==> src/rtl/sample_buf_reader.sv <==
// sample_buf_reader: reads packed capture bytes from BSRAM and
// streams them out LSB-first as a 1-bit valid/ready sample stream.
module sample_buf_reader #(
   parameter int ADDR_W = 14,
   parameter int RD_LAT = 1
) (
   input  logic              clk,
   input  logic              rst,
   input  logic              start,
   input  logic [ADDR_W-1:0] start_addr,
   input  logic [ADDR_W:0]   byte_count,
   input  logic              abort,
   output logic              mem_ce,
   output logic [ADDR_W-1:0] mem_addr,
   input  logic [7:0]        mem_rdata,
   output logic              samp_valid,
   input  logic              samp_ready,
   output logic              samp_i,
   output logic              samp_last,
   output logic              busy,
   output logic              done
);

   typedef enum logic {
      IDLE,
      RUN
   } state_t;

   localparam logic [ADDR_W-1:0] A_ONE = 1;
   localparam logic [ADDR_W:0]   C_ONE = 1;

   state_t            state_q, state_d;
   logic [ADDR_W-1:0] addr_q, addr_d;
   logic [ADDR_W:0]   fetch_rem_q, fetch_rem_d;
   logic [ADDR_W:0]   load_rem_q, load_rem_d;
   logic [RD_LAT-1:0] pipe_q, pipe_d;
   logic [RD_LAT-1:0] pipe_sh;
   logic [7:0]        pf_q, pf_d;
   logic              pf_vld_q, pf_vld_d;
   logic [7:0]        sh_q, sh_d;
   logic [2:0]        idx_q, idx_d;
   logic              sh_vld_q, sh_vld_d;
   logic              done_q, done_d;

   logic hs;
   logic sh_load;
   logic capture;
   logic fetch;
   logic last_hs;

   // tag pipe shifts the new read tag in at the bottom
   if (RD_LAT > 1) begin : g_pipe_deep
      assign pipe_sh = {pipe_q[RD_LAT-2:0], fetch};
   end else begin : g_pipe_one
      assign pipe_sh = fetch;
   end

   // handshake, reload and fetch-issue decisions for this cycle
   always_comb begin
      hs      = sh_vld_q & samp_ready;
      sh_load = pf_vld_q & (~sh_vld_q | (hs & (idx_q == 3'd7)));
      capture = pipe_q[RD_LAT-1];
      fetch   = (state_q == RUN) & ~abort
              & (fetch_rem_q != '0)
              & (pipe_q == '0)
              & (~pf_vld_q | sh_load);
      last_hs = hs & samp_last;
   end

   // next-state for controller, fetch engine, prefetch and shifter
   always_comb begin
      state_d     = state_q;
      addr_d      = addr_q;
      fetch_rem_d = fetch_rem_q;
      load_rem_d  = load_rem_q;
      pipe_d      = pipe_sh;
      pf_d        = pf_q;
      pf_vld_d    = pf_vld_q;
      sh_d        = sh_q;
      idx_d       = idx_q;
      sh_vld_d    = sh_vld_q;
      done_d      = 1'b0;

      if (fetch) begin
         addr_d      = addr_q + A_ONE;
         fetch_rem_d = fetch_rem_q - C_ONE;
      end

      if (capture) begin
         pf_d     = mem_rdata;
         pf_vld_d = 1'b1;
      end else if (sh_load) begin
         pf_vld_d = 1'b0;
      end

      if (sh_load) begin
         sh_d       = pf_q;
         idx_d      = 3'd0;
         sh_vld_d   = 1'b1;
         load_rem_d = load_rem_q - C_ONE;
      end else if (hs) begin
         idx_d = idx_q + 3'd1;
         if (idx_q == 3'd7) begin
            sh_vld_d = 1'b0;
         end
      end

      unique case (state_q)
         IDLE: begin
            if (start && !abort) begin
               if (byte_count == '0) begin
                  done_d = 1'b1;
               end else begin
                  state_d     = RUN;
                  addr_d      = start_addr;
                  fetch_rem_d = byte_count;
                  load_rem_d  = byte_count;
               end
            end
         end
         RUN: begin
            if (abort) begin
               state_d = IDLE;
            end else if (last_hs) begin
               state_d = IDLE;
               done_d  = 1'b1;
            end
         end
      endcase

      // leaving or staying in IDLE drops every buffered or
      // in-flight byte so late returns can never leak
      if (state_d == IDLE) begin
         pipe_d      = '0;
         pf_vld_d    = 1'b0;
         sh_vld_d    = 1'b0;
         idx_d       = 3'd0;
         fetch_rem_d = '0;
         load_rem_d  = '0;
      end
   end

   // state register with asynchronous active-low reset
   always_ff @(posedge clk or negedge rst) begin
      if (!rst) begin
         state_q     <= IDLE;
         addr_q      <= '0;
         fetch_rem_q <= '0;
         load_rem_q  <= '0;
         pipe_q      <= '0;
         pf_q        <= '0;
         pf_vld_q    <= 1'b0;
         sh_q        <= '0;
         idx_q       <= 3'd0;
         sh_vld_q    <= 1'b0;
         done_q      <= 1'b0;
      end else begin
         state_q     <= state_d;
         addr_q      <= addr_d;
         fetch_rem_q <= fetch_rem_d;
         load_rem_q  <= load_rem_d;
         pipe_q      <= pipe_d;
         pf_q        <= pf_d;
         pf_vld_q    <= pf_vld_d;
         sh_q        <= sh_d;
         idx_q       <= idx_d;
         sh_vld_q    <= sh_vld_d;
         done_q      <= done_d;
      end
   end

   assign mem_ce     = fetch;
   assign mem_addr   = addr_q;
   assign samp_valid = sh_vld_q;
   assign samp_i     = sh_q[idx_q];
   assign samp_last  = sh_vld_q & (load_rem_q == '0)
                     & (idx_q == 3'd7);
   assign busy       = (state_q == RUN);
   assign done       = done_q;

endmodule

==> config.mk <==
export PLATFORM = sky130hd
export DESIGN_NAME = sample_buf_reader
export DESIGN_NICKNAME = d
export VERILOG_FILES = /design/src/rtl/sample_buf_reader.sv
export SDC_FILE = /design/constraint.sdc
export NUM_CORES = 1
export LEC_CHECK = 0
export CAP_MARGIN = 20
export CORE_ASPECT_RATIO = 1.2
export CORE_MARGIN = 3
export CORE_UTILIZATION = 65
export DETAILED_ROUTE_END_ITERATION = 10
export DONT_BUFFER_PORTS = 1
export GPL_ROUTABILITY_DRIVEN = 0
export GPL_TIMING_DRIVEN = 1
export PLACE_DENSITY = 0.88
export SLEW_MARGIN = 20
export SYNTH_ARGS = -nofsm -noshare
export SYNTH_HDL_FRONTEND = slang
export SYNTH_SLANG_ARGS = --single-unit
==> constraint.sdc <==
create_clock -name clk -period 6.5 [get_ports clk]
set_input_delay 1.625 -clock clk [delete_from_list [all_inputs] [get_ports clk]]
set_output_delay 1.625 -clock clk [all_outputs]
set_load 0.01 [all_outputs]
==> results_dict.tcl, run 1 <==
set metrics [dict create \
    grt_pass1_wl_um 13520 \
    cts_resized 0 \
    cellPowerDensity_mw_per_mm2 312.3 \
    hold_violations 0 \
    fmaxAchievable_ghz 0.2166 \
    synth_edf_count 0 \
    clock_latency_ns 0.35 \
    cts_max_level 3 \
    synth-seq-cells 68 \
    viasPerCell 6.657 \
    area_growth_pct 7.644 \
    hp-class "reg -> reg" \
    syn-num-nets 400 \
    hpwl_um 5810 \
    die_area_sq_mm 0.006392 \
    reg2reg_setup_slack_ns 3.51 \
    crit_fanout 9 \
    antenna_found_initial 0 \
    path_clk_slew_ns 0.07 \
    ant_nets 0 \
    coreArea_sq_mm 0.005115 \
    cts.sinks 68 \
    p_leak_uw 0.001614 \
    final.setup.tns_ns 0 \
    relSlewSlack_pct 34.28 \
    rows 28 \
    dr.pass1.iters 4 \
    drt-initial-drc-count 342 \
    grt_max_degree 69 \
    synth_area_leader_cell "dfrtp_1" \
    maxSlewViolCount 0 \
    synth.avg_cell_area_sq_um 10.12 \
    avgRoutedWirePerCell_um 19.86 \
    vdd_drop_max_uv 248.2 \
    ys_warn_count 0 \
    yosysSeqAreaShare_pct 47.90 \
    top_level_ports 62 \
    synth_most_common_cell "dfrtp_1" \
    drive_gt1_share_pct 12.15 \
    grt_use_total_pct 27.87 \
    synthArstFlopShare_pct 100.0 \
    fin_nets 398 \
    setup_viol 0 \
    ctsHoldBuffers 0 \
    synth.distinct_cells 44 \
    syn_area_sq_mm 0.003552 \
    clk_path_buf_depth 2 \
    skew_ns 0.009925 \
    grt-ovfl-total 0 \
    crit_required_ns 4.88 \
    worstPathArrival_ns 2.99 \
    dr_total_vias 2756 \
    finalCritPeriodShare_pct 71.03 \
    fin_crit_ns 4.617 \
    synthTopCellsByArea "dfrtp_1 48%, xor2_1 6.2%, mux2_2 5.4%" \
    start_util_pct 69.45 \
    synth_flop_cell "dfrtp_1" \
    diodes 0 \
    io_buffers 0 \
    synth_top_cell_area_share_pct 47.90 \
    postCtsSetupRepairBufs 0 \
    path_class "in -> out" \
    drc 0 \
    cts-root-buf "clkbuf_8" \
    outcome "complete, no violations" \
    die_x_um 73.49 \
    crit_path_start_kind "input pin" \
    final_util_pct 74.76 \
    worstMarginPinSlew_ns 0.9829 \
    first_global_vias 2852 \
    end_kind "output port" \
    syn_inst 351 \
    wl_um 8224 \
    rsz0062_at_grt "no" \
    cap_viol_max_count 0 \
    synth_common_cells "68 x dfrtp_1, 42 x nand2_1, 36 x o21ai_0, 25 x xor2_1" \
    fp.dieH_um 86.98 \
    cts_buffers 9 \
    cts_tree "yes" \
]
per-layer routing:
layer / track usage, % / vias up / part of all wire [%]
li1: - / 1260 / -
met1: 34.73 / 1363 / 39
met2: 45.40 / 116 / 51
met3: 7.737 / 17 / 7.2
met4: 11.53 / 0 / 1.9
met5: 0 / - / 0
path summary, 6_finish.rpt:
check,start,endpoint,depth (start not counted)
max,abort,mem_ce,4
min,sh_q[7]$_DFFE_PN0N_,sh_q[7]$_DFFE_PN0N_,1
max reg2reg,fetch_rem_q[0]$_DFF_PN0_,mem_addr[1]$_DFF_PN0_,7
min reg2reg,sh_q[7]$_DFFE_PN0N_,sh_q[7]$_DFFE_PN0N_,1
max in group asynchronous,rst,pf_q[3]$_DFFE_PN0P_,0
min in group asynchronous,rst,load_rem_q[12]$_DFF_PN0_,0
flip-flops by register name, indices dropped and copies added, names as in the netlist:
register and count:
idx_q 3, pf_q 8, done 1, samp_valid 1, pf_vld_q 1, mem_addr 14, sh_q 8, load_rem_q 15
fetch_rem_q 15, busy 1, capture 1
stage by stage:
stage | total power [uW] | setup slack, ns | hold slack (ns) | instances | cell area (sq um)
after floorplan | 712.2 | 2.166 | 0.4749 | 351 | 3552
after global placement | 746.2 | 1.985 | 0.4854 | 398 | 3572
after detailed placement | 764.2 | 1.929 | 0.4920 | 398 | 3572
after CTS | 1197 | 1.922 | 0.5087 | 414 | 3822
after global routing | 1250 | 1.648 | 0.5224 | 414 | 3824
final | 1194 | 1.883 | 0.5078 | 414 | 3824
cell usage in the layout (no fill, tap or decap), drive strengths merged, types with 4 or more instances in the layout:
cell,Yosys,final
nand2,42,42
xnor2,14,14
clkbuf,10,12
nor2,13,13
a21o,5,5
a211oi,4,4
nand3,17,17
ha,7,7
nor3,11,11
o21ai,37,37
nand4,13,13
inv,8,8
dfrtp,68,68
a21oi,8,8
nor4,13,13
xor2,25,25
mux2,17,17
power by group:
group	internal (uW)	switching, uW	leakage, uW
registers	497	77.3	0.000896
clock network	275	160	0.000127
logic	89.1	95.5	0.000592
critical path: stages:
cell and delay [ns]:
or3b_1 0.52, a21oi_2 0.38, nand2_1 0.26, inv_1 0.20
kinds of logic (layout without fill, tap and decap cells):
kind of cell               after synthesis  in the layout  synth area share [%]
buffers and inverters                   22             25                 2.607
xor gates and xnor gates                39             39                 9.616
adders and majority gates                7              7                 2.466
muxes                                   20             20                 6.939
AOI/OAI and AO/OA                       64             64                 11.45
DFF                                     68             68                 47.90
and+or+nand+nor                        131            131                 19.02
layout make-up:
class | count | area [sq um]
clock buffers | 12 | 155.1
clock inverters | 4 | 95.09
fillers | 331 | 1291
inverters | 8 | 30.03
multi-input cells | 261 | 1759
flip-flops and latches | 68 | 1702
well taps | 60 | 75.07
repair buffers | 1 | 7.507
No activity file was read; power rests on OpenSTA's default activity.
==> run 2: changes to the inputs <==
- CORE_UTILIZATION: 65 -> 57
- PLACE_DENSITY: 0.88 -> 0.82
- clock period: 6.5 -> 3.9 ns (I/O delays scaled with it)
==> run 2 against run 1 <==
  * Via count fell by 3.8%
  * Die area rose by 13%
  * Worst setup slack got worse by 1.5 ns
  * Critical path type is now reg -> out
  * Largest power group unchanged
==> results_dict.tcl, run 2 (same netlist as run 1, synthesis figures left out) <==
set metrics [dict create \
    drt-initial-drc-count 215 \
    coreArea_sq_mm 0.005856 \
    end_kind "output port" \
    rows 30 \
    fillers 481 \
    instances_no_fill 436 \
    clk_path_buf_depth 2 \
    dp_cells 420 \
    dr.pass1.iters 4 \
    viasPerCell 6.083 \
    diodes 0 \
    cts_resized 0 \
    finalWorstSetupSlack_ns 0.4168 \
    dr_total_vias 2652 \
    reg2reg_setup_slack_ns 1.43 \
    avgRoutedWirePerCell_um 17.99 \
    cellPowerDensity_mw_per_mm2 487.7 \
    crit_fanout 9 \
    final_common_cell "dfrtp_1" \
    grt_max_degree 69 \
    drc 0 \
    worstMarginPinSlew_ns 0.7533 \
    wl_um 7845 \
    dp_slack_ns 0.6395 \
    crit_path_start_kind "flip-flop" \
    finalCritPeriodShare_pct 89.31 \
    cts_tree "yes" \
    multiInputGateArea_sq_mm 0.001758 \
    postCtsSetupRepairBufs 0 \
    ctsHoldBuffers 0 \
    final.setup.tns_ns 0 \
    cts_buffers 9 \
    fin_nets 400 \
    fp.dieH_um 92.48 \
    drive_gt1_share_pct 12.64 \
    rsz0062_at_grt "no" \
    maxSlewViolCount 0 \
    die_x_um 78.07 \
    fin_crit_ns 3.483 \
    rr_worst_depth 7 \
    power_uw 1864 \
    skew_ns 0.01081 \
    io_buffers 0 \
    start_util_pct 60.66 \
    grt_pass1_wl_um 12940 \
    area_growth_pct 7.608 \
    cts.sinks 68 \
    final_cell_mix "68 x dfrtp_1, 42 x nand2_1, 36 x o21ai_0" \
    path_class "reg -> out" \
    vdd_drop_max_uv 356.0 \
    cts_max_level 3 \
    hold_violations 0 \
    ant_nets 0 \
    hp-class "in -> async" \
    cap_viol_max_count 0 \
    setup_viol 0 \
    outcome "complete, no violations" \
    top_level_ports 62 \
    antenna_found_initial 0 \
    die_area_sq_mm 0.007219 \
    crit_required_ns 2.92 \
    clock_latency_ns 0.35 \
    grt_use_total_pct 22.93 \
    register_area_sq_mm 0.001702 \
    hpwl_um 5633 \
    worstPathArrival_ns 2.51 \
    cts-root-buf "clkbuf_8" \
    relSlewSlack_pct 49.68 \
    fmaxAchievable_ghz 0.2871 \
    p_leak_uw 0.001598 \
    first_global_vias 2693 \
    path_clk_slew_ns 0.08 \
    grt-ovfl-total 0 \
]
-- run 2: cell count changes in the layout (fill, tap and decap cells not counted) --
cell,before,now
and2_2,1,0
clkinvlp_4,0,2
inv_6,0,1
bufinv_16,3,1
and2_1,2,3
clkbuf_1,1,0
buf_4,1,3
-- run 2: per-layer routing --
metal  wire [um]  share of wire [%]  up-vias  GRT usage, %
met5           0                  0        -             0
met4         140                1.8        0         9.038
met3         603                7.7       11         6.712
met2        3845                 49       93         37.79
met1        3256                 42     1292         28.31
li1            -                  -     1256             -
-- run 2: power breakdown --
group,total (uW),switching [uW],internal [uW]
Sequential,954,126,828
Combinational,306,154,152
Clock,604,273,331
-- run 2: metrics by stage --
stage,utilization [%],hold WS [ns],cell area (sq um)
after CTS,65.28,0.2993,3822
after detailed placement,61.69,0.4908,3612
after global placement,61.69,0.4839,3612
after floorplan,-,0.4749,3552
final,65.28,0.3128,3822
after global routing,65.28,0.2963,3822
-- run 2: cell type report --
cell class	count	share of cell area, %
multi-input combinational	261	45.99
sequential	68	44.52
clock buffer	11	3.961
tap	80	2.619
clock inverter	5	1.538
inverter	8	0.7856
timing repair buffer	3	0.5892
-- run 2: critical path, stage by stage (launching register included) --
cell and delay, ns:
dfrtp_1 0.45, ha_1 0.24, ha_1 0.21, a21boi_1 0.62
a21oi_2 0.27, nand2_1 0.26, inv_1 0.12
-- run 2: final timing paths --
path | from | to
worst max-delay path | idx_q[0]$_DFFE_PN0P_ | mem_ce
worst min-delay path | rst | load_rem_q[11]$_DFF_PN0_
worst max register to register | idx_q[0]$_DFFE_PN0P_ | mem_addr[1]$_DFF_PN0_
worst min register to register | pf_q[2]$_DFFE_PN0P_ | pf_q[2]$_DFFE_PN0P_
max in group asynchronous | rst | mem_addr[10]$_DFF_PN0_
min in group clk | pf_q[2]$_DFFE_PN0P_ | pf_q[2]$_DFFE_PN0P_
